<file path="src/rtl/traffic_light_controller.sv">
// traffic_light_controller
//
// Two-way intersection controller. A phase timer counts up from 0 in every
// state and the FSM advances when it reaches the state's duration minus one,
// so each state lasts exactly its configured number of cycles.
//
// Build option:
//   TLC_ALL_RED_EN  - when defined, an all-red clearance phase follows each
//                     yellow (ALLRED_A after north yellow, ALLRED_B after east
//                     yellow). When undefined, the all-red encodings are
//                     treated as illegal and ALLRED_CYCLES has no effect.
//
// Parameters:
//   GREEN_CYCLES   cycles per green phase   (1 .. 2^TIMER_W-1)
//   YELLOW_CYCLES  cycles per yellow phase  (1 .. 2^TIMER_W-1)
//   ALLRED_CYCLES  cycles per all-red phase (TLC_ALL_RED_EN only)
//   TIMER_W        phase timer width
//
// Ports:
//   clk          rising-edge clock
//   reset        asynchronous, active-low reset
//   north_light  north lamp, one-hot {red,yellow,green}
//   east_light   east lamp, same encoding
//
// state     | meaning
// ----------+---------------------------------------------
// NS_GREEN  | north green, east red
// NS_YELLOW | north yellow, east red
// EW_GREEN  | east green, north red
// EW_YELLOW | east yellow, north red
// ALLRED_A  | both red, clearing north -> east
// ALLRED_B  | both red, clearing east -> north
// 110/111   | illegal: both red, recover to NS_GREEN

module traffic_light_controller #(
  parameter int GREEN_CYCLES  = 10,
  parameter int YELLOW_CYCLES = 3,
  parameter int ALLRED_CYCLES = 2,
  parameter int TIMER_W       = 8
) (
  input  logic       clk,
  input  logic       reset,
  output logic [2:0] north_light,
  output logic [2:0] east_light
);

  typedef enum logic [2:0] {
    NS_GREEN  = 3'b000,
    NS_YELLOW = 3'b001,
    EW_GREEN  = 3'b010,
    EW_YELLOW = 3'b011,
    ALLRED_A  = 3'b100,
    ALLRED_B  = 3'b101
  } state_t;

  localparam logic [2:0] LAMP_RED    = 3'b100;
  localparam logic [2:0] LAMP_YELLOW = 3'b010;
  localparam logic [2:0] LAMP_GREEN  = 3'b001;

  localparam logic [TIMER_W-1:0] DUR_G = TIMER_W'(GREEN_CYCLES);
  localparam logic [TIMER_W-1:0] DUR_Y = TIMER_W'(YELLOW_CYCLES);
  localparam logic [TIMER_W-1:0] DUR_A = TIMER_W'(ALLRED_CYCLES);

  state_t             state;
  logic [TIMER_W-1:0] timer;

  state_t             next_state;
  logic [TIMER_W-1:0] dur;
  logic               legal;

  // Duration and successor of the current state. An illegal state has no
  // duration of its own; it leaves on the very next edge.
  always_comb begin
    next_state = NS_GREEN;
    dur        = DUR_G;
    legal      = 1'b1;
    case (state)
      NS_GREEN: begin
        dur        = DUR_G;
        next_state = NS_YELLOW;
      end
      NS_YELLOW: begin
        dur        = DUR_Y;
`ifdef TLC_ALL_RED_EN
        next_state = ALLRED_A;
`else
        next_state = EW_GREEN;
`endif
      end
      EW_GREEN: begin
        dur        = DUR_G;
        next_state = EW_YELLOW;
      end
      EW_YELLOW: begin
        dur        = DUR_Y;
`ifdef TLC_ALL_RED_EN
        next_state = ALLRED_B;
`else
        next_state = NS_GREEN;
`endif
      end
      ALLRED_A: begin
        dur        = DUR_A;
`ifdef TLC_ALL_RED_EN
        next_state = EW_GREEN;
`else
        legal      = 1'b0;
        next_state = NS_GREEN;
`endif
      end
      ALLRED_B: begin
        dur        = DUR_A;
        next_state = NS_GREEN;
`ifndef TLC_ALL_RED_EN
        legal      = 1'b0;
`endif
      end
      default: begin
        legal      = 1'b0;
        next_state = NS_GREEN;
      end
    endcase
  end

  always_ff @(posedge clk or negedge reset) begin
    if (!reset) begin
      state <= NS_GREEN;
      timer <= '0;
    end else if (!legal || (timer == dur - TIMER_W'(1))) begin
      state <= next_state;
      timer <= '0;
    end else begin
      timer <= timer + TIMER_W'(1);
    end
  end

  // Lamps decode straight from state so an asynchronous reset shows on the
  // outputs without waiting for a clock edge. Anything not explicitly a
  // go/caution state shows red both ways.
  always_comb begin
    north_light = LAMP_RED;
    east_light  = LAMP_RED;
    case (state)
      NS_GREEN:  north_light = LAMP_GREEN;
      NS_YELLOW: north_light = LAMP_YELLOW;
      EW_GREEN:  east_light  = LAMP_GREEN;
      EW_YELLOW: east_light  = LAMP_YELLOW;
      default: begin
        north_light = LAMP_RED;
        east_light  = LAMP_RED;
      end
    endcase
  end

endmodule

</file>
<file path="config.mk">
export PLATFORM = sky130hd
export DESIGN_NAME = traffic_light_controller
export DESIGN_NICKNAME = d
export VERILOG_FILES = /design/src/rtl/traffic_light_controller.sv
export SDC_FILE = /design/constraint.sdc
export NUM_CORES = 1
export LEC_CHECK = 0
export CELL_PAD_IN_SITES_DETAIL_PLACEMENT = 1
export CELL_PAD_IN_SITES_GLOBAL_PLACEMENT = 2
export CORE_UTILIZATION = 32
export CTS_CLUSTER_DIAMETER = 200
export DETAILED_ROUTE_END_ITERATION = 8
export PLACE_DENSITY_LB_ADDON = 0.15
export SLEW_MARGIN = 20
export SYNTH_ARGS = -nofsm -noshare
export SYNTH_HDL_FRONTEND = slang
export SYNTH_SLANG_ARGS = --single-unit
</file>
<file path="constraint.sdc">
create_clock -name clk -period 2.3 [get_ports clk]
set_input_delay 0.345 -clock clk [delete_from_list [all_inputs] [get_ports clk]]
set_output_delay 0.345 -clock clk [all_outputs]
set_load 0.005 [all_outputs]
</file>
==> results.ini <==
[run_status]
status=complete, no violations

[cts]
cts.repair.resized=0
cts.sinks=10
postCtsHoldBufs=0
clock_latency_ns=0.27
htree_levels=1
numCtsBuffers=3
ctsRootBufferMaster=clkbuf_4
cts_tree=built
clockBufferDepth=2
cts_setup_buffers=0
clk_pin_slew_ns=0.07

[die]
ios=8
fp.dieW_um=44.4
die_h_um=44.4
coreArea_sq_um=1590
row_count=14
start_util_pct=36.0
die-area_sq_um=1970

[timing]
slew_violations=0
worstMarginPinSlew_ns=0.450
relSlewSlack_pct=69.9
finalSetupViolCount=0
grt_setup_unrepaired=no
hold_violations=0
fin_crit_ns=1.99
finalCritPeriodShare_pct=86.3
finClkSkew_ns=0.00176
tns_ns=0
max_freq_mhz=504

[layout]
fin_nets=76
antenna_cells=0
area_delta_synth_final_pct=25.1
drive_gt1_share_pct=13.4
n_fill_cell=183
final_cells=91

[logic_synthesis]
avgSynthCellArea_sq_um=10.4
synth_top_area_share_pct=43.6
netlist_area_sq_um=574
synth_ff_type=dfrtp_1
syn_nets=63
yosys_register_bits=10
synth_commonest_cells=12 x nor2_1, 10 x dfrtp_1, 6 x ha_1, 4 x nand3_1, 4 x xor2_1
netlist_instances=55
synth_edf_count=0
yosysMostFrequentCell=nor2_1
synth.distinct_cells=19
synth_area_leaders=dfrtp_1 44%, ha_1 13%, nor2_1 7.8%, xor2_1 6.1%, nand3_1 3.5%
async_flop_share_pct=100
synth_seq_area_share_pct=43.6
synth_warnings=0
synth_top_area_cell=dfrtp_1

[worst_setup_path]
start_kind=flip-flop
critPathSlowestCell=clkdlybuf4s50_1
crit_start=state[1]
cp_data_required_time_ns=1.96
path_cells=inv_1 > ha_1 > nor2_1 > clkdlybuf4s50_1
r2r-end=state[1]
timing.critical_path.fanout_max=5
endpoint=north_light[2]
reg2reg_depth=6
cp.arrival_ns=1.64
criticalPathCategory=reg -> out
cp-end-kind=primary output
r2r_start=state[1]
critPathMaxStageDelay_ns=0.50
reg2reg_slack_ns=0.44

[power]
power_frac_comb_pct=1.4
p_leak_nw=0.368
power_density_nw_per_um2=478
p_int_w=0.000274
p_sw_w=0.0000698
vdd_drop_max_mv=0.223
clkPwrFrac_pct=47.4
seqPwrFrac_pct=51.2
p_sw_share_pct=20.3

[global_routing]
globalRouteOverflowTotal=0
grt_use_total_pct=13.5
grt_antenna_before_repair=0
grt_pass1_wl_um=1840
grt_pass1_vias=408
grt_max_degree=11

[detailed_routing]
ant_nets=0
wl_per_cell_um=11.4
wl_um=1040
vias=412
drtIter0Drc=1
remaining_drc_errors=0
firstDrtPassIters=3
vias_per_cell=4.53

[hold_path]
hold_class=in -> async

[placed_design]
place.gp.congestion=0.707
dp_cells=87
dp_hpwl_um=812
portBuffers=7

[flow_run]
cap_viol_max_count=0

## power by group through the flow
| stage | logic, W | clock network (W) | registers [W] |
|---|---|---|---|
| 2_1_floorplan | 0.000000000185 | 0 | 0.000179 |
| 3_3_place_gp | 0.00000510 | 0 | 0.000179 |
| 3_5_place_dp | 0.00000531 | 0 | 0.000179 |
| 4_1_cts | 0.00000528 | 0.000167 | 0.000176 |
| 5_1_grt | 0.00000605 | 0.000172 | 0.000176 |
| 6_report | 0.00000477 | 0.000163 | 0.000176 |
## critical path, delay by kind of cell, from the launching register on
| family | cells | cell delay [ns] |
|---|---|---|
| adder cells (fa/ha/maj) | 1 | 0.23 |
| AND/OR/NAND/NOR | 1 | 0.12 |
| buffers and inverters | 2 | 0.59 |
| flip-flops | 1 | 0.43 |
## routing by layer
layer | wire length (um) | part of all wire (%) | track usage (%)
met5 | 0 | 0 | 0
met4 | 11 | 1.1 | 5.45
met3 | 50 | 4.8 | 6.12
met2 | 472 | 45 | 19.7
met1 | 504 | 49 | 17.3
## flip-flops by register name, indices dropped and copies added, names as in the netlist
name	cells
state	2
timer	8
## cells by family (layout without fill, tap and decap cells)
group	Yosys count	after routing	share of synthesized area, %
buffers and inverters	3	15	1.96
muxes	2	2	4.36
AOI/OAI and AO/OA	3	3	6.32
DFF	10	10	43.6
and+or+nand+nor	25	25	21.6
xor gates and xnor gates	6	6	9.15
adders and majority gates	6	6	13.1
## layout by cell type (no fill, tap or decap), drive strengths merged
cell | netlist | final
nor2 | 12 | 12
dfrtp | 10 | 10
clkdlybuf4s50 | 0 | 7
ha | 6 | 6
nand3 | 4 | 4
xor2 | 4 | 4
clkbuf | 0 | 4
inv | 3 | 3
nand2 | 2 | 2
and3 | 2 | 2
xnor2 | 2 | 2
nor3 | 1 | 1
or2 | 1 | 1
nor3b | 1 | 1
nor4b | 1 | 1
a22oi | 1 | 1
or3 | 1 | 1
o21ai | 1 | 1
o21bai | 1 | 1
mux2i | 1 | 1
mux2 | 1 | 1
buf | 0 | 1
## final cells by class
cell class	count	area [sq um]	share of cell area [%]
Clock buffer	4	36.3	5.05
Timing Repair Buffer	8	77.6	10.8
Sequential cell	10	250	34.8
Tap cell	24	30.0	4.18
Inverter	3	11.3	1.57
Multi-Input combinational cell	42	313	43.6
## stage by stage
stage                     hold slack, ns  total power (W)  utilization [%]  area [sq um]  worst slack (ns)
after global placement             0.501         0.000184             42.8           682             0.474
after CTS                          0.403         0.000348             45.1           718             0.305
after detailed placement           0.510         0.000184             42.8           682             0.450
after global routing               0.444         0.000354             45.1           718             0.235
after floorplan                   0.0494         0.000179                -           574             0.492
final                              0.382         0.000343             45.1           718             0.314
## worst min path at each step
| stage | from | end | cells past startpoint |
|---|---|---|---|
| floorplan | reset | state[0] | 0 |
| global placement | timer[0] | timer[0] | 1 |
| detailed placement | timer[0] | timer[0] | 1 |
| CTS | reset | state[0] | 1 |
| global route | reset | state[0] | 1 |
| finish | reset | timer[2] | 1 |
Power figures use the tool's default switching activity.
